**config.mk**
```make
export PLATFORM = sky130hd
export DESIGN_NAME = ud_monitor
export DESIGN_NICKNAME = d
export VERILOG_FILES = /design/src/rtl/ud_monitor_pkg.sv /design/src/rtl/ud_seg_enc.sv /design/src/rtl/ud_monitor.sv
export SDC_FILE = /design/constraint.sdc
export NUM_CORES = 1
export LEC_CHECK = 0
export BUFFER_PORTS_ARGS = -buffer_cell sky130_fd_sc_hd__buf_2
export CORE_ASPECT_RATIO = 0.9
export CORE_UTILIZATION = 45
export DETAILED_ROUTE_END_ITERATION = 7
export GPL_TIMING_DRIVEN = 0
export HOLD_SLACK_MARGIN = 0.06
export PLACE_DENSITY = 0.72
export REMOVE_ABC_BUFFERS = 1
export SLEW_MARGIN = 10
export SYNTH_ARGS = -nofsm -noshare
export SYNTH_HDL_FRONTEND = slang
export SYNTH_SLANG_ARGS = --single-unit
```
**constraint.sdc**
```tcl
create_clock -name clk -period 3.23 [get_ports clk]
set_clock_uncertainty 0.1 [all_clocks]
set_input_delay 0.1615 -clock clk [delete_from_list [all_inputs] [get_ports clk]]
set_output_delay 0.1615 -clock clk [all_outputs]
set_load 0.01 [all_outputs]
```
**src/rtl/ud_monitor_pkg.sv**
```systemverilog
// Shared types and constants for the up/down counter monitor.
package ud_monitor_pkg;

  // Monitor FSM states.
  typedef enum logic [2:0] {
    ST_IDLE = 3'd0,
    ST_HOLD = 3'd1,
    ST_UP   = 3'd2,
    ST_DOWN = 3'd3,
    ST_ERR  = 3'd4
  } state_t;

  // Classification of one sample-to-sample step.
  typedef enum logic [1:0] {
    CL_UP   = 2'd0,
    CL_DN   = 2'd1,
    CL_SAME = 2'd2,
    CL_BAD  = 2'd3
  } step_cls_t;

  // Segment patterns, bit6=g ... bit0=a, active-high.
  localparam logic [6:0] SEG_IDLE = 7'b0000000;
  localparam logic [6:0] SEG_HOLD = 7'b1000000;  // '-'
  localparam logic [6:0] SEG_UP   = 7'b0111110;  // 'U'
  localparam logic [6:0] SEG_DOWN = 7'b1011110;  // 'd'
  localparam logic [6:0] SEG_ERR  = 7'b1111001;  // 'E'

  // Modulo-16 delta to step class; wrap-around falls out of the 4-bit math.
  function automatic step_cls_t classify(input logic [3:0] delta);
    step_cls_t cls;
    case (delta)
      4'd1:    cls = CL_UP;
      4'd15:   cls = CL_DN;
      4'd0:    cls = CL_SAME;
      default: cls = CL_BAD;
    endcase
    return cls;
  endfunction

endpackage

```
**src/rtl/ud_seg_enc.sv**
```systemverilog
// Maps the monitor state onto a 7-segment glyph and a digit-enable.
module ud_seg_enc
  import ud_monitor_pkg::*;
(
  input  state_t     i_state,
  output logic [6:0] o_seg,
  output logic       o_digit
);

  // State to glyph lookup; digit lights whenever any segment is on.
  always_comb begin
    o_seg = SEG_IDLE;
    case (i_state)
      ST_IDLE: o_seg = SEG_IDLE;
      ST_HOLD: o_seg = SEG_HOLD;
      ST_UP:   o_seg = SEG_UP;
      ST_DOWN: o_seg = SEG_DOWN;
      ST_ERR:  o_seg = SEG_ERR;
      default: o_seg = SEG_IDLE;
    endcase
    o_digit = |o_seg;
  end

endmodule

```
**src/rtl/ud_monitor.sv**
```systemverilog
// Watches a 4-bit up/down counter and reports a debounced direction,
// illegal jumps, a saturating step count and a 7-segment glyph.
module ud_monitor
  import ud_monitor_pkg::*;
#(
  parameter int CONFIRM = 2
) (
  input  logic       clk,
  input  logic       rst,
  input  logic [3:0] cnt_in,
  input  logic       cnt_vld,
  output logic       dir_up,
  output logic       dir_dn,
  output logic       err,
  output logic [7:0] steps,
  output logic [6:0] seg,
  output logic       digit
);

  localparam logic [2:0] CONFIRM_W = 3'(CONFIRM);

  state_t      r_state;
  logic [3:0]  r_prev;
  logic [2:0]  r_run;
  logic        r_run_up;
  logic [7:0]  r_steps;
  logic        r_dir_up;
  logic        r_dir_dn;
  logic        r_err;
  logic [6:0]  r_seg;
  logic        r_digit;

  logic [3:0]  w_delta;
  step_cls_t   w_cls;
  logic        w_is_up;
  state_t      w_state_nxt;
  logic [2:0]  w_run_nxt;
  logic        w_run_up_nxt;
  logic [7:0]  w_steps_nxt;
  logic [6:0]  w_seg;
  logic        w_digit;

  assign w_delta = cnt_in - r_prev;
  assign w_cls   = classify(w_delta);
  assign w_is_up = (w_cls == CL_UP);

  // Next-state, run-length and step-count logic; everything holds unless a sample is valid.
  always_comb begin
    w_state_nxt  = r_state;
    w_run_nxt    = r_run;
    w_run_up_nxt = r_run_up;
    w_steps_nxt  = r_steps;
    if (cnt_vld) begin
      if (r_state == ST_IDLE) begin
        // First sample only primes prev.
        w_state_nxt = ST_HOLD;
        w_run_nxt   = 3'd0;
      end else begin
        case (w_cls)
          CL_UP, CL_DN: begin
            if ((r_run != 3'd0) && (r_run_up == w_is_up)) begin
              w_run_nxt = (r_run == 3'd7) ? 3'd7 : r_run + 3'd1;
            end else begin
              w_run_nxt = 3'd1;
            end
            w_run_up_nxt = w_is_up;
            if (r_steps != 8'hFF) begin
              w_steps_nxt = r_steps + 8'd1;
            end else begin
              w_steps_nxt = r_steps;
            end
            if (w_run_nxt >= CONFIRM_W) begin
              w_state_nxt = w_is_up ? ST_UP : ST_DOWN;
            end else begin
              w_state_nxt = r_state;
            end
          end
          CL_SAME: begin
            w_run_nxt = 3'd0;
            if ((r_state == ST_UP) || (r_state == ST_DOWN)) begin
              w_state_nxt = ST_HOLD;
            end else begin
              w_state_nxt = r_state;
            end
          end
          CL_BAD: begin
            w_run_nxt   = 3'd0;
            w_state_nxt = ST_ERR;
          end
          default: begin
            w_state_nxt = r_state;
          end
        endcase
      end
    end else begin
      w_state_nxt = r_state;
    end
  end

  // Glyph is encoded from the next state so the registered seg lands with the state.
  ud_seg_enc u_seg_enc (
    .i_state (w_state_nxt),
    .o_seg   (w_seg),
    .o_digit (w_digit)
  );

  // State and registered outputs; reset wins over a simultaneous valid sample.
  always_ff @(posedge clk) begin
    if (rst) begin
      r_state  <= ST_IDLE;
      r_prev   <= 4'd0;
      r_run    <= 3'd0;
      r_run_up <= 1'b0;
      r_steps  <= 8'd0;
      r_dir_up <= 1'b0;
      r_dir_dn <= 1'b0;
      r_err    <= 1'b0;
      r_seg    <= 7'd0;
      r_digit  <= 1'b0;
    end else begin
      r_state  <= w_state_nxt;
      r_prev   <= cnt_vld ? cnt_in : r_prev;
      r_run    <= w_run_nxt;
      r_run_up <= w_run_up_nxt;
      r_steps  <= w_steps_nxt;
      r_dir_up <= (w_state_nxt == ST_UP);
      r_dir_dn <= (w_state_nxt == ST_DOWN);
      r_err    <= (w_state_nxt == ST_ERR);
      r_seg    <= w_seg;
      r_digit  <= w_digit;
    end
  end

  assign dir_up = r_dir_up;
  assign dir_dn = r_dir_dn;
  assign err    = r_err;
  assign steps  = r_steps;
  assign seg    = r_seg;
  assign digit  = r_digit;

endmodule
```
==> flow_summary.rst <==
.. list-table::
   :header-rows: 1

   * - Metric
     - Value
   * - Share of async-settable or async-resettable flops after synthesis
     - 0%
   * - Outcome
     - completed
   * - Final Hold Vio Count
     - 0
   * - Worst reg2reg path depth
     - 9
   * - Synthesized flop and latch total
     - 28
   * - Type of the setup path with the least slack
     - input port to flop
   * - Adder-cell share of the synthesized area
     - 6.22%
   * - Die height
     - 57.3 um
   * - Mux cell area share after synthesis
     - 3.93%
   * - Worst setup SP type
     - input port
   * - Final Cycle Share
     - 95.3%
   * - Root Buffer Master
     - clkbuf_8
   * - Avg Synthesized Cell Area
     - 8.94 sq um
   * - Compound-cell area share of the yosys netlist
     - 20.3%
   * - Clock-pin slew reported for the worst setup and hold paths after clock tree synthesis
     - 100 ps
   * - Synth Warn #
     - 0
   * - First-pass GRT wire length
     - 5.27 mm
   * - Portion of synthesized cell area occupied by the leading cell type
     - 36.7%
   * - Static leakage
     - 0.779 nW
   * - Number of global-route vias before repair
     - 1219
   * - Required time of the critical path
     - 3360 ps
   * - Worst rel slew slack
     - 67.9%
   * - Main combinational cell family by area after synthesis
     - simple AND/OR/NAND/NOR gates
   * - Library cell contributing the largest single delay on the critical path
     - or4b_4
   * - Post-DP HPWL
     - 2.19 mm
   * - Setup slack of the worst register-to-register path
     - 160 ps
   * - Ranking of synthesized cells by instance count
     - dfxtp_1, nor2_1, a21oi_1
   * - Unique masters post-synth
     - 54
   * - Number of clock sinks
     - 28
   * - Top cells by area in the synthesized netlist
     - dfxtp_1, ha_1, nor2_1
   * - Average vias per placed instance
     - 5.56
   * - Total power consumption of the routed design
     - 0.811 mW
   * - Most repeated cell in the gate-level netlist after synthesis
     - dfxtp_1
   * - Highest cell delay on the worst timing path
     - 560 ps
   * - Detail Route Antenna Nets
     - 0
   * - Max-cap violations
     - 0
   * - Number of H-tree branching levels
     - 1
   * - Xor/xnor cell area share of the yosys netlist
     - 4.58%
   * - Die Outline Area
     - 3640 sq um
   * - Worst hold path type
     - input port to flop
   * - Max-slew violation total from the final report
     - 0
   * - Dominant cell type by area after synthesis
     - dfxtp_1
   * - Fraction of final layout cells with drive strength greater than 1
     - 25.9%
   * - Inserted Clock Buffers
     - 3
   * - Largest voltage drop on the vdd net
     - 0.290 mV
   * - Routed length per instance
     - 13.2 um
   * - End point of the critical path
     - err
   * - Number of nets in the finished design
     - 212
   * - Layout overhead on the synthesized area
     - 18.7%
   * - Beginning of the worst register-to-register path
     - r_prev[0]
   * - Cells after Synth
     - 171
   * - Pin count of the biggest net entering global routing
     - 26
   * - Later-pin clock latency in the skew report
     - 280 ps
   * - Maximum count of clock buffers along a single path
     - 2
   * - Data arrival time of the worst path
     - 3210 ps
   * - Buffers on Ports
     - 25
   * - Critical path origin
     - cnt_in[2]
   * - Sequential fraction of the synthesis area
     - 36.7%
   * - Number of filler cells placed in the layout
     - 296
   * - Total via count after detailed routing
     - 1328
   * - Iteration-0 DRC count of the detailed router
     - 46
   * - Total core area
     - 3140 sq um
   * - Chain of cells forming the critical path
     - dlygate4sd3_1 -> buf_2 -> ha_1 -> xor2_2 -> or3_4 -> or4b_4 -> a311oi_4 -> buf_4 -> and3_2
   * - Tightest Pin Transition
     - 481 ps
   * - Number of synthesized flops with an enable pin
     - 0
   * - Effective utilization at floorplan
     - 48.7%
   * - Antenna violations before repair
     - 0
   * - Total DRC errors in the routed layout
     - 0
   * - Clock tree from TritonCTS
     - yes
   * - Global-route usage over all layers
     - 18.3%
   * - Smallest setup slack after layout
     - 152 ps
   * - Detailed Route WL
     - 3.16 mm
   * - Die boundary width
     - 63.4 um
   * - Setup total negative slack
     - 0 ps
   * - Netlist Area Pre-Place
     - 1530 sq um
   * - Critical Path Fanout Max
     - 7
   * - R2R Path End
     - err
   * - Total of endpoints with negative setup slack in the final report
     - 0
   * - Number of I/O pins
     - 26
   * - Prevailing post-synth register cell
     - dfxtp_1
   * - Gp weighted congestion
     - 0.941
   * - Iteration count of the initial detailed-routing pass
     - 4
   * - Simple-Gate Fraction of Synth Area
     - 23.5%
   * - Final antenna diode count
     - 0
   * - Total congestion overflow after global routing
     - 0
   * - Maximum achievable frequency
     - 0.325 GHz
   * - Setup Slack @ Placement
     - 312 ps
   * - Min cycle time layout
     - 3080 ps
   * - Number of placement rows
     - 19
   * - Areal power density over the cells
     - 447 nW/um^2
   * - Critical Path End Type
     - flop
worst min path at each step:
stage	endpoint	slack (ps)	from	cells after the start
4_1_cts	r_prev[1]	70	cnt_in[1]	3
2_1_floorplan	seg[6]	120	rst	1
5_1_grt	r_prev[3]	120	cnt_in[3]	3
3_5_place_dp	r_prev[0]	330	cnt_in[0]	3
3_3_place_gp	r_prev[0]	320	cnt_in[0]	3
6_report	r_prev[3]	70	cnt_in[3]	3
metal layers:
metal / global-route usage (%) / part of all wire [%] / vias to the layer above
li1: - / - / 662
met1: 22.2 / 45 / 616
met2: 31.2 / 48 / 41
met3: 4.40 / 5.1 / 9
met4: 7.14 / 1.8 / 0
met5: 0 / 0 / -
report_power, final:
part           internal (mW)  switching, mW  total (mW)
sequential             0.363         0.0106       0.373
clock                  0.166          0.112       0.278
combinational         0.0655         0.0941       0.160
total                  0.594          0.217       0.811
critical path: cells and delay by family:
| family | cells | cell delay [ps] |
|---|---|---|
| AND/OR/NAND/NOR | 3 | 1150 |
| AO/OA/AOI/OAI | 1 | 440 |
| XOR/XNOR | 1 | 220 |
| adder cells (fa/ha/maj) | 1 | 390 |
| buffers and inverters | 3 | 850 |
logic make-up (layout without fill, tap and decap cells):
| family | Yosys count | in the layout |
|---|---|---|
| and+or+nand+nor | 65 | 65 |
| AOI/OAI and AO/OA | 40 | 40 |
| DFF | 28 | 28 |
| buffers and inverters | 17 | 43 |
| xor gates and xnor gates | 8 | 8 |
| adders and majority gates | 7 | 7 |
| muxes | 6 | 6 |
what timing repair did:
action / in CTS / in global routing
setup buffers: 0 / 2
hold endpoints to repair: 2 / 1
endpoints found under the setup margin: 0 / 9
resized for setup: 0 / 8
hold buffers: 2 / 1
layout by cell type (no fill, tap or decap), types with 2 or more instances in the layout:
| cell | instances |
|---|---|
| and2_1 | 2 |
| a21oi_2 | 3 |
| buf_2 | 24 |
| a21oi_1 | 11 |
| o31ai_1 | 2 |
| clkbuf_8 | 3 |
| nand3_1 | 7 |
| nand4_1 | 3 |
| and3_1 | 3 |
| nor4_1 | 2 |
| nand2b_1 | 2 |
| and3_2 | 2 |
| ha_1 | 5 |
| dlygate4sd3_1 | 2 |
| dfxtp_1 | 28 |
| o21ai_0 | 5 |
| inv_1 | 9 |
| nor2_1 | 19 |
| o211ai_1 | 3 |
| nand2_1 | 8 |
| nor2b_1 | 4 |
| buf_4 | 2 |
| xor2_1 | 6 |
| mux2i_1 | 6 |
flip-flops by register name, indices dropped and copies added (netlist names):
signal and cells:
steps 8, seg 5, r_prev 4, r_run 3, r_state 3, digit 1
dir_dn 1, dir_up 1, err 1, r_run_up 1
layout make-up:
type | count | area, sq um | share of cell area (%)
Inverter | 10 | 37.5 | 2.07
Multi-Input combinational cell | 126 | 925 | 51.0
Timing Repair Buffer | 29 | 168 | 9.24
Sequential cell | 28 | 561 | 30.9
Clock inverter | 1 | 30.0 | 1.66
Clock buffer | 3 | 41.3 | 2.28
Tap cell | 42 | 52.6 | 2.90
metrics by stage:
stage,util [%],hold slack (ps),std cells,instance area (sq um)
after floorplan,-,124,164,1490
after global placement,53.2,319,231,1670
after detailed placement,53.2,333,231,1670
after CTS,56.1,71.9,237,1760
after global routing,57.8,116,239,1810
final,57.8,72.2,239,1810
Note: power is estimated with default switching activity, not from simulation.
